**src/rtl/lut_prog_pkg.sv**
```systemverilog
// Shared types and constants for the programmable lookup table.
package lut_prog_pkg;

   typedef enum logic [1:0] {
      IDLE  = 2'd0,
      SWEEP = 2'd1,
      DRAIN = 2'd2
   } state_e;

   // Default contents reproduce the legacy fixed LUT: y=1 for x in {4,8,10}.
   localparam logic [15:0] LUT_INIT_DEFAULT = 16'h0510;

endpackage

```
**src/rtl/lut_prog.sv**
```systemverilog
// Register-based programmable LUT with a one-deep valid/ready result stage
// and a self-test sweep that streams every entry and counts non-zero ones.
//
// state | meaning
// IDLE  | external lookups and writes accepted; sweep_start launches a sweep
// SWEEP | internal counter issues addresses 0..DEPTH-1 into the stage
// DRAIN | last sweep result still in the stage; wait until it is taken
module lut_prog
   import lut_prog_pkg::*;
#(
   parameter int                          N_IN  = 4,
   parameter int                          M_OUT = 1,
   parameter logic [(2**N_IN)*M_OUT-1:0]  INIT  = LUT_INIT_DEFAULT
) (
   input  logic              clk,
   input  logic              rst_n,
   input  logic              wr_en,
   output logic              wr_ready,
   input  logic [N_IN-1:0]   wr_addr,
   input  logic [M_OUT-1:0]  wr_data,
   input  logic              in_valid,
   output logic              in_ready,
   input  logic [N_IN-1:0]   x,
   output logic              out_valid,
   input  logic              out_ready,
   output logic [M_OUT-1:0]  y,
   output logic [N_IN-1:0]   y_addr,
   input  logic              sweep_start,
   output logic              sweep_busy,
   output logic              sweep_done,
   output logic [N_IN:0]     hit_cnt
);

   localparam int                DEPTH    = 2**N_IN;
   localparam int                CNT_W    = N_IN + 1;
   localparam logic [CNT_W-1:0]  CNT_LAST = CNT_W'(DEPTH - 1);
   localparam logic [CNT_W-1:0]  CNT_ONE  = CNT_W'(1);

   state_e             state_q, state_d;
   logic [M_OUT-1:0]   tbl_q [DEPTH];
   logic [M_OUT-1:0]   tbl_d [DEPTH];
   logic [CNT_W-1:0]   cnt_q, cnt_d;
   logic [CNT_W-1:0]   hit_q, hit_d;
   logic               out_valid_q, out_valid_d;
   logic [M_OUT-1:0]   y_q, y_d;
   logic [N_IN-1:0]    y_addr_q, y_addr_d;
   logic               sweep_tag_q, sweep_tag_d;
   logic               done_q, done_d;

   logic               stage_free;
   logic               load_ext;
   logic               load_sw;
   logic [N_IN-1:0]    load_addr;

   always_comb begin
      stage_free = !out_valid_q || out_ready;
      wr_ready   = (state_q == IDLE);
      // A sweep request takes priority over an external lookup in the same cycle.
      in_ready   = (state_q == IDLE) && stage_free && !sweep_start;
      load_ext   = in_valid && in_ready;
      load_sw    = (state_q == SWEEP) && stage_free;
      load_addr  = load_sw ? cnt_q[N_IN-1:0] : x;
   end

   always_comb begin
      tbl_d = tbl_q;
      if (wr_en && wr_ready) begin
         tbl_d[wr_addr] = wr_data;
      end
   end

   always_comb begin
      state_d     = state_q;
      cnt_d       = cnt_q;
      hit_d       = hit_q;
      done_d      = 1'b0;
      out_valid_d = out_valid_q;
      y_d         = y_q;
      y_addr_d    = y_addr_q;
      sweep_tag_d = sweep_tag_q;

      // Reads use tbl_q, so a same-cycle write to the same entry is not seen.
      if (load_ext || load_sw) begin
         out_valid_d = 1'b1;
         y_d         = tbl_q[load_addr];
         y_addr_d    = load_addr;
         sweep_tag_d = load_sw;
      end else if (out_ready) begin
         out_valid_d = 1'b0;
      end

      if (out_valid_q && out_ready && sweep_tag_q && (|y_q)) begin
         hit_d = hit_q + CNT_ONE;
      end

      case (state_q)
         IDLE: begin
            if (sweep_start) begin
               state_d = SWEEP;
               cnt_d   = '0;
               hit_d   = '0;
            end
         end
         SWEEP: begin
            if (load_sw) begin
               cnt_d = cnt_q + CNT_ONE;
               if (cnt_q == CNT_LAST) begin
                  state_d = DRAIN;
               end
            end
         end
         DRAIN: begin
            if (stage_free) begin
               state_d = IDLE;
               done_d  = 1'b1;
            end
         end
         default: state_d = IDLE;
      endcase
   end

   always_ff @(posedge clk or negedge rst_n) begin
      if (!rst_n) begin
         state_q     <= IDLE;
         cnt_q       <= '0;
         hit_q       <= '0;
         out_valid_q <= 1'b0;
         y_q         <= '0;
         y_addr_q    <= '0;
         sweep_tag_q <= 1'b0;
         done_q      <= 1'b0;
         for (int i = 0; i < DEPTH; i++) begin
            tbl_q[i] <= INIT[i*M_OUT +: M_OUT];
         end
      end else begin
         state_q     <= state_d;
         cnt_q       <= cnt_d;
         hit_q       <= hit_d;
         out_valid_q <= out_valid_d;
         y_q         <= y_d;
         y_addr_q    <= y_addr_d;
         sweep_tag_q <= sweep_tag_d;
         done_q      <= done_d;
         tbl_q       <= tbl_d;
      end
   end

   assign out_valid  = out_valid_q;
   assign y          = y_q;
   assign y_addr     = y_addr_q;
   assign sweep_busy = (state_q != IDLE);
   assign sweep_done = done_q;
   assign hit_cnt    = hit_q;

endmodule
```
**config.mk**
```make
export PLATFORM = sky130hd
export DESIGN_NAME = lut_prog
export DESIGN_NICKNAME = d
export VERILOG_FILES = /design/src/rtl/lut_prog_pkg.sv /design/src/rtl/lut_prog.sv
export SDC_FILE = /design/constraint.sdc
export NUM_CORES = 1
export LEC_CHECK = 0
export BUFFER_PORTS_ARGS = -buffer_cell sky130_fd_sc_hd__buf_2
export CAP_MARGIN = 10
export CORE_ASPECT_RATIO = 1.25
export CORE_UTILIZATION = 60
export DETAILED_ROUTE_END_ITERATION = 6
export PLACE_DENSITY = 0.91
export SKIP_LAST_GASP = 1
export SYNTH_ARGS = -nofsm -noshare
export SYNTH_HDL_FRONTEND = slang
export SYNTH_SLANG_ARGS = --single-unit
```
**constraint.sdc**
```tcl
create_clock -name clk -period 5.7 [get_ports clk]
set_clock_uncertainty 0.1 [all_clocks]
set_input_delay 0.285 -clock clk [delete_from_list [all_inputs] [get_ports clk]]
set_output_delay 0.285 -clock clk [all_outputs]
set_load 0.005 [all_outputs]
```
Yosys cells after proc, flatten, opt, wreduce, memory -nomap -nowiden --
Cells that the tools add are included.
Storage, ports and cells: bits in registers 36, output and inout port bits 15, word-level logic and storage cells 79
Cells by class: add/subtract/negate cells 2, magnitude comparators 3, equality and inequality tests 7, mux-type cells 22, bitwise logic cells 2, reduce and logical (&&, ||, !) cells 19
Operator list (count):
- $mux 5 | 5
- $bwmux 16 | 1
- $add 5x1->5 const B | 2
- $ge 5x5->1 const B | 2
- $not 4->5 | 2
- $pmux 5 s2 | 1
- $logic_and 1x1->1 | 9
- $mux 2 | 4
- $mux 1 | 7
- $pmux 2 s3 | 1
- $reduce_bool 2->1 | 3
- $eq 5x4->1 const B | 1
- $lt 5x1->1 const B | 1
- $bmux 1 s4 | 1
- $demux 1 s4 | 1
- $mux 4 | 1
- $ne 2x1->1 const B | 2
- $ne 2x2->1 const B | 2
- $reduce_and 4->1 | 1
- $reduce_and 3->1 | 1
- $eq 2x1->1 const B | 1
- $eq 2x2->1 const B | 1
- $logic_not 1->1 | 2
- $logic_not 2->1 | 1
- $logic_or 1x1->1 | 2

Depth between registers and ports, before layout --
Gate-level depths: netlist of run 1.
depth after elaboration 8, mapped depth 8, depth with buffers taken out 6

Worst setup path after synthesis of run 1 --
No wires, ideal clock.
path kind register to register, from reg state_q[0], to reg y_q, in the netlist y, library setup time 0.134 ns, arrival 1.625 ns, data required time 5.466 ns, path slack 3.841 ns, cell stages (with the launch flop) 8, path buffers 1, clock period less this slack 1.859 ns, path through dfrtp_1 buf_6 nor2b_4 nand2_4 mux2i_2 mux2_2 o221ai_1 o211ai_1
Between the ends: cells in the longest elaborated chain, start to end 7, elaborated cells on any way between the ends 12, those cells by class 1 x eq/ne; 4 x mux; 1 x bitwise; 6 x reduce/logical
RTL lines:
- start, declared | RTL line lut_prog.sv:39 | state_e state_q, state_d;
- start signal, assigned | RTL line lut_prog.sv:136 | state_q <= state_d;
- $eq 2x1->1 | RTL line lut_prog.sv:61 | load_sw = (state_q == SWEEP) && stage_free;
- $logic_and 1x1->1 | RTL line lut_prog.sv:61
- $mux 4 | RTL line lut_prog.sv:62 | load_addr = load_sw ? cnt_q[N_IN-1:0] : x;
- $not 4->5 (implied by the code) | RTL line lut_prog.sv:85 | y_d = tbl_q[load_addr];
- $bmux 1 s4 | RTL line lut_prog.sv:85
- $mux 1 (implied by the code) (2 in a row) | RTL line lut_prog.sv:85
- end signal, assigned | RTL line lut_prog.sv:140 | y_q <= y_d;
- end, declared | RTL line lut_prog.sv:45 | logic [M_OUT-1:0] y_q, y_d;
Several ways; a longest one is shown, not always the timed one. The select of a mux whose other input is x is not followed. A chain may end at the register's enable or synchronous reset.

Worst setup path in the final report of run 1 --
Same ends and word-level chain as after synthesis.

==> results of run 1 <==
==> where the power goes <==
part           total [mW]  switching [mW]  internal, mW
clock               0.182          0.0835        0.0984
combinational       0.343           0.168         0.175
sequential          0.417          0.0812         0.336
==> worst max-delay path: stages, from the launching register on <==
cell and delay (ps):
dfrtp_1 490, nor2b_4 240, nand2_4 110, mux2i_2 330, mux2_2 370, o221ai_1 160
o211ai_1 110
==> metal layers <==
| metal | GRT usage, % | up-vias | share of wire (%) |
|---|---|---|---|
| met5 | 0 | - | 0 |
| met4 | 10.9 | 0 | 2.6 |
| met3 | 6.44 | 10 | 3.2 |
| met2 | 43.9 | 32 | 51 |
| met1 | 28.1 | 714 | 43 |
| li1 | - | 711 | - |
==> state kept, by name, indices dropped and copies added, names as in the netlist <==
name,flops
hit_cnt,5
sweep_tag_q,1
tbl_q,16
state_q,2
cnt_q,5
y,1
sweep_done,1
y_addr,4
out_valid,1
==> final cells by class <==
| cell class | count | share of cell area, % |
|---|---|---|
| multi-input cells | 139 | 45.7 |
| flip-flops and latches | 36 | 40.9 |
| repair buffers | 30 | 6.90 |
| clock buffers | 8 | 4.07 |
| well taps | 37 | 2.09 |
| inverters | 2 | 0.339 |
==> worst max-delay path by stage <==
stage	depth (start not counted)	endpoint	start
2_1_floorplan	7	y	state_q[0]
3_3_place_gp	7	y	out_ready
3_5_place_dp	7	y	out_ready
4_1_cts	6	y	state_q[0]
5_1_grt	6	y	state_q[0]
6_report	6	y	state_q[0]
==> synth_stat cells (2+ instances only) <==
cell type   n
dfrtp_1    33
nand2_1    21
nor2_1     18
mux2_2     14
mux2i_1    10
o21ai_0     9
mux2_1      6
nor2b_1     5
xor2_1      5
clkbuf_1    4
nand3_1     4
a22o_1      3
a311oi_1    3
buf_2       3
dfstp_2     3
ha_1        3
nand2b_1    3
nand4_1     3
or2b_1      3
and2_1      2
and4_1      2
buf_1       2
buf_6       2
inv_1       2
nand3b_1    2
nor3_1      2
o22ai_1     2
or3_1       2
==> cell families after synthesis <==
kind of cell    count (synthesis)
xor+xnor                        6
simple gates                   73
fa+ha+maj                       3
mux                            33
flops                          36
compound gates                 24
buf+inv                        13
==> stage by stage <==
step	hold slack (ps)	utilization, %
global placement	306	66.5
floorplan	-111	-
global route	41.9	69.3
CTS	5.26	69.3
detailed placement	313	66.5
finish	-14.2	69.3
==> impl_metrics.json, run 1 <==
{
  "place_area_mm2": 0.00212,
  "rows": 23,
  "cts_setup_buffers": 0,
  "synth_ff_type": "dfrtp_1",
  "rrSetupSlack_ps": 3660,
  "port_buffers": 29,
  "chipHeight_um": 66.3,
  "max_freq_mhz": 490,
  "post-dp-hpwl_um": 2690,
  "crit_fanout": 9,
  "ios": 30,
  "maxSlewHeadroom_pct": 46.7,
  "timing.rr.end": "y",
  "setup.worst_path.class": "reg2reg",
  "areaGrowthSynthToFinish_pct": 11.5,
  "status": "complete, but fails checks",
  "vdd_drop_max_uv": 297,
  "wl_per_cell_um": 14.8,
  "ff2ff_path_depth": 6,
  "syn_nets": 206,
  "postCtsHoldBufs": 0,
  "initial_core_util_pct": 62.1,
  "synthSimpleGateAreaFrac_pct": 19.4,
  "wl_um": 3720,
  "max-cap-violations": 0,
  "dieArea_mm2": 0.00354,
  "final_common_cell": "dfrtp_1",
  "grt_pass1_vias": 1477,
  "synth_edf_count": 0,
  "die_w_um": 53.4,
  "synthCells": 188,
  "powerDensity_mw_per_mm2": 425,
  "grt_pass1_wl_um": 6400,
  "grt_overflow": 0,
  "cp.arrival_ps": 2100,
  "setup_viol": 0,
  "drive_gt1_share_pct": 28.4,
  "cp-end-kind": "register",
  "post_cts_resized": 0,
  "core_mm2": 0.00319,
  "drc_errors": 2,
  "detail_route.vias_per_cell": 5.82,
  "slew_violations": 0,
  "dp.cells": 244,
  "muxShareOfSynthArea_pct": 19.0,
  "instances_no_fill": 252,
  "firstDrtPassIters": 6,
  "synth_top_family_by_area": "simple AND/OR/NAND/NOR gates",
  "fillers": 267,
  "cts-root-buf": "clkbuf_8",
  "synthArstFlopShare_pct": 100,
  "drt_iter0_drc": 23,
  "ys_types": 45,
  "seq_area_frac_synth_pct": 45.6,
  "multiInputGateArea_mm2": 0.00101,
  "cts_max_level": 2,
  "synth_seq_cells": 36,
  "netlist.area_leader.share_pct": 41.6,
  "setup_ws_ps": 3660,
  "hold_viol": 33,
  "power_leakage_nw": 1.05,
  "groute.usage.overall_pct": 25.2,
  "gp_congestion": 0.775,
  "syn_area_per_cell_um2": 10.6,
  "power.total_mw": 0.942,
  "clk_latency_ps": 280,
  "finalCritPeriodShare_pct": 35.8,
  "hold_slack_ps": -14.2,
  "finalCriticalPeriod_ps": 2040,
  "min_path_type": "in2async",
  "path_clk_slew_ps": 60,
  "timing.rr.start": "state_q[0]",
  "antenna_found_initial": 0,
  "clk_path_buf_depth": 2,
  "num_vias": 1467,
  "diodes": 0,
  "yosysTopAreaCell": "dfrtp_1",
  "worstMarginPinSlew_ps": 800,
  "ant_nets": 0,
  "cts_sinks": 36,
  "rsz0062_at_grt": "no",
  "cp-start-kind": "register",
  "yosys_warnings": 0,
  "stdcell_area_mm2": 0.00221,
  "synthesis.area_mm2": 0.00198,
  "synth_area_leaders": "dfrtp_1 42%, mux2_2 7.9%, mux2i_1 5.0%",
  "synth_xor_area_share_pct": 2.65,
  "numCtsBuffers": 5,
  "ff_latch_area_um2": 905,
  "grt_max_degree": 37,
  "synth-compound-area-share_pct": 8.07,
  "violations": "design-rule violations, negative hold slack",
  "layout_common_cells": "33 x dfrtp_1, 29 x buf_2, 21 x nand2_1",
  "nets": 232,
  "cts_tree": "built",
  "cp.required_ps": 5760,
  "place_ws_ps": 3610,
  "setup_tns_ps": 0,
  "synth_fa_ha_area_share_pct": 1.89
}
(Power assumes the default switching activity.)
==> run 2: changes to the inputs <==
CORE_UTILIZATION = 56   (was 60)
PLACE_DENSITY = 0.87   (was 0.91)
clock period = 2.1 ns   (was 5.7 ns; I/O delays follow)
==> impl_metrics.json, run 2 (synthesis results as in run 1) <==
{
  "largest_reg_flops": 16,
  "grt_pass1_wl_um": 6430,
  "dieArea_mm2": 0.00379,
  "cts_sinks": 36,
  "critPathBufInv": 0,
  "layout_common_cells": "33 x dfrtp_1, 29 x buf_2, 21 x nand2_1",
  "crit_fanout": 9,
  "nets": 236,
  "crit_slowest_cell": "dfrtp_1",
  "core_mm2": 0.00328,
  "wl_um": 3640,
  "numCtsBuffers": 5,
  "hp-start": "out_ready",
  "max-cap-violations": 0,
  "gp_congestion": 0.822,
  "chipHeight_um": 68.6,
  "final_common_cell": "dfrtp_1",
  "groute.usage.overall_pct": 22.6,
  "cts_max_level": 2,
  "place_ws_ps": 89.4,
  "power_leakage_nw": 1.07,
  "cp.required_ps": 2170,
  "detail_route.vias_per_cell": 5.66,
  "ff2ff_path_depth": 6,
  "ant_nets": 0,
  "setup_ws_ps": 130,
  "firstDrtPassIters": 4,
  "path_clk_slew_ps": 70,
  "clk_path_buf_depth": 2,
  "rsz0062_at_grt": "no",
  "crit_chain": "nor2b_4 > nand2_4 > mux2i_4 > mux2_1 > o22ai_1 > o211ai_1",
  "powerDensity_mw_per_mm2": 1150,
  "port_buffers": 29,
  "cp.arrival_ps": 2040,
  "cp-start-kind": "register",
  "grt_max_degree": 37,
  "timing.rr.start": "state_q[0]",
  "antenna_found_initial": 0,
  "diodes": 0,
  "min_path_type": "in2reg",
  "top_register": "tbl_q",
  "drc_errors": 0,
  "maxSlewHeadroom_pct": 48.1,
  "clk_latency_ps": 290,
  "slowest_delay_ps": 470,
  "finalCritPeriodShare_pct": 93.8,
  "worstMarginPinSlew_ps": 778,
  "finalCriticalPeriod_ps": 1970,
  "startpoint": "state_q[0]",
  "hold_viol": 0,
  "setup_viol": 0,
  "max_freq_mhz": 508,
  "cp_top_family": "multiplexers",
  "die_w_um": 55.2,
  "slew_violations": 0,
  "drt_iter0_drc": 19,
  "cp-end-kind": "register",
  "grt_overflow": 0,
  "cp.depth": 6,
  "rows": 23,
  "status": "finished, final reports clean",
  "grt_pass1_vias": 1373,
  "vdd_drop_max_uv": 799,
  "setup.worst_path.class": "reg2reg",
  "cts_setup_buffers": 0,
  "num_vias": 1450,
  "cts-root-buf": "clkbuf_8",
  "drive_gt1_share_pct": 29.2,
  "fillers": 274,
  "setup_tns_ps": 0,
  "post-dp-hpwl_um": 2700,
  "initial_core_util_pct": 60.5,
  "areaGrowthSynthToFinish_pct": 13.6,
  "ios": 30,
  "cts_tree": "built",
  "wl_per_cell_um": 14.2,
  "hold_depth": 3
}
run 2: layer usage:
layer  GRT usage [%]  vias to the layer above  wire (µm)
li1                -                      723          -
met1            27.8                      687       1640
met2            37.7                       34       1770
met3            6.53                        6        162
met4            10.3                        0         69
met5               0                        -          0
run 2: final timing paths:
check                         endpoint  slack [ps]
max                                  y         130
min                         sweep_done          30
max reg2reg                          y         130
min reg2reg                sweep_tag_q         380
max in group asynchronous     tbl_q[9]        1070
min in group asynchronous   sweep_done         330
run 2: worst min-delay path, delay by kind of cell:
kind	cells	cell delay (ps)
buffers and inverters	1	90
and+or+nand+nor	2	180
run 2: timing repair:
| item | 4_1_cts | 5_1_grt |
|---|---|---|
| resized for setup | 0 | 1 |
| hold endpoints to repair | 33 | 0 |
| hold buffers | 1 | 0 |
| setup endpoints to repair | 0 | 1 |
run 2: layout make-up:
type / instances / area [µm²] / area share (%)
timing repair buffer: 34 / 185 / 8.21
tap: 37 / 46.3 / 2.05
multi-input combinational: 139 / 1020 / 45.3
clock buffer: 8 / 90.1 / 4.00
sequential: 36 / 905 / 40.1
inverter: 2 / 7.51 / 0.333
run 2: per-stage QoR:
step | hold WS [ps] | power (mW) | utilization, % | area (µm²) | cells
6_report | 25.9 | 2.60 | 68.7 | 2250 | 256
4_1_cts | 21.4 | 2.62 | 68.5 | 2250 | 256
3_3_place_gp | 128 | 2.07 | 65.4 | 2150 | 247
3_5_place_dp | 136 | 2.10 | 65.4 | 2150 | 247
2_1_floorplan | -291 | 1.82 | - | 1980 | 188
5_1_grt | 54.7 | 2.80 | 68.7 | 2250 | 256
run 2: where the power goes:
part           switching, mW  internal (mW)  total, mW
Sequential             0.193          0.912       1.10
Clock                  0.231          0.267      0.498
Combinational          0.494          0.508       1.00
Total                  0.917           1.69       2.60
==> run 3: changes to the inputs <==
GPL_TIMING_DRIVEN = 0   (was unset)
PLACE_DENSITY = 0.91   (was 0.87)
==> impl_metrics.json, run 3 (synthesis results as in run 1) <==
{
  "layout_common_cells": "33 x dfrtp_1, 30 x buf_2, 21 x nand2_1",
  "numCtsBuffers": 5,
  "die_w_um": 55.2,
  "grt_pass1_vias": 1475,
  "cts_setup_buffers": 0,
  "finalCriticalPeriod_ps": 2030,
  "status": "finished, final reports clean",
  "path_clk_slew_ps": 70,
  "post-dp-hpwl_um": 2800,
  "detail_route.vias_per_cell": 5.65,
  "drive_gt1_share_pct": 28.1,
  "groute.usage.overall_pct": 22.6,
  "antenna_found_initial": 0,
  "chipHeight_um": 68.6,
  "nets": 241,
  "diodes": 0,
  "wl_um": 3810,
  "hold_viol": 0,
  "cts-root-buf": "clkbuf_8",
  "drc_errors": 0,
  "cp.arrival_ps": 2100,
  "cts_tree": "built",
  "initial_core_util_pct": 60.5,
  "power_leakage_nw": 1.08,
  "setup_viol": 0,
  "clk_path_buf_depth": 2,
  "crit_fanout": 9,
  "place_area_mm2": 0.00217,
  "gp_congestion": 0.739,
  "cts_sinks": 36,
  "worstMarginPinSlew_ps": 775,
  "dieArea_mm2": 0.00379,
  "vdd_drop_max_uv": 727,
  "powerDensity_mw_per_mm2": 1160,
  "grt_overflow": 0,
  "cp-end-kind": "register",
  "rsz0062_at_grt": "no",
  "cp-start-kind": "register",
  "gr-usage-met3_pct": 5.97,
  "fillers": 262,
  "grt_max_degree": 37,
  "drt_iter0_drc": 32,
  "power.total_mw": 2.63,
  "core_mm2": 0.00328,
  "setup.worst_path.class": "reg2reg",
  "largest_reg_flops": 16,
  "maxSlewHeadroom_pct": 48.4,
  "firstDrtPassIters": 4,
  "wl_per_cell_um": 14.6,
  "ios": 30,
  "slew_violations": 0,
  "min_path_type": "in2reg",
  "grt_util_met2_pct": 42.5,
  "finalCritPeriodShare_pct": 96.8,
  "rows": 23,
  "ant_nets": 0,
  "cp.required_ps": 2170,
  "final_common_cell": "dfrtp_1",
  "cts_max_level": 2,
  "stdcell_area_mm2": 0.00227,
  "grt_pass1_wl_um": 6400,
  "use_met1_pct": 23.6,
  "port_buffers": 27,
  "num_vias": 1474,
  "max_freq_mhz": 492,
  "clk_latency_ps": 290,
  "top_register": "tbl_q",
  "max-cap-violations": 0,
  "top_usage_layer": "met2",
  "areaGrowthSynthToFinish_pct": 14.6
}
==> run 3: cell types whose count changed in the layout (fill, tap and decap cells not counted) <==
cell	before	now
buf_1	0	2
buf_2	29	30
buf_4	4	0
buf_6	0	2
clkbuf_1	2	6
==> run 3: final timing paths <==
kind,start,slack (ps),to,cells past startpoint
min reg2reg,sweep_tag_q,380,sweep_tag_q,1
min in group asynchronous,rst_n,330,sweep_done,2
max in group asynchronous,rst_n,1080,tbl_q[13],2
max,state_q[0],70,y,7
min,wr_data,30,tbl_q[12],2
max reg2reg,state_q[0],70,y,7
==> run 3: critical path, cell delays in order (launching register included) <==
cell and delay, ps:
dfrtp_1 380, buf_6 140, nor2b_4 130, nand2_4 150
mux2i_4 340, mux2_2 370, o221ai_1 180, o211ai_1 120
==> run 3: power by group <==
| group | leakage (nW) | switching [mW] | internal [mW] |
|---|---|---|---|
| registers | 0.458 | 0.148 | 0.912 |
| logic | 0.573 | 0.547 | 0.518 |
| clock network | 0.0455 | 0.238 | 0.267 |
==> run 3: final cells by class <==
type / instances / area [µm²] / area share (%)
inverters: 2 / 7.51 / 0.330
clock buffers: 8 / 90.1 / 3.96
multi-input cells: 139 / 1020 / 44.9
plain buffers: 11 / 60.1 / 2.64
flip-flops and latches: 36 / 905 / 39.8
well taps: 37 / 46.3 / 2.04
repair buffers: 28 / 145 / 6.38
==> run 3: metal layers <==
layer / part of all wire (%) / routed length [µm]
met5: 0 / 0
met4: 2.0 / 76
met3: 3.3 / 126
met2: 53 / 2030
met1: 41 / 1580
==> run 3: repair_timing <==
| item | 4_1_cts | 5_1_grt |
|---|---|---|
| endpoints found under the setup margin | 1 | 0 |
| endpoints found under the hold margin | 33 | 0 |
| resized for setup | 1 | 0 |
| hold buffers | 1 | 0 |
==> run 3: metrics by stage <==
step	setup TNS, ps	worst slack, ps	instances	util, %	hold slack, ps
floorplan	0	241	188	-	-291
global placement	0	48.0	252	66.0	120
detailed placement	-18.3	-18.3	252	66.0	132
CTS	0	46.9	261	69.3	17.1
global route	0	3.07	261	69.3	29.5
finish	0	66.2	261	69.3	26.2
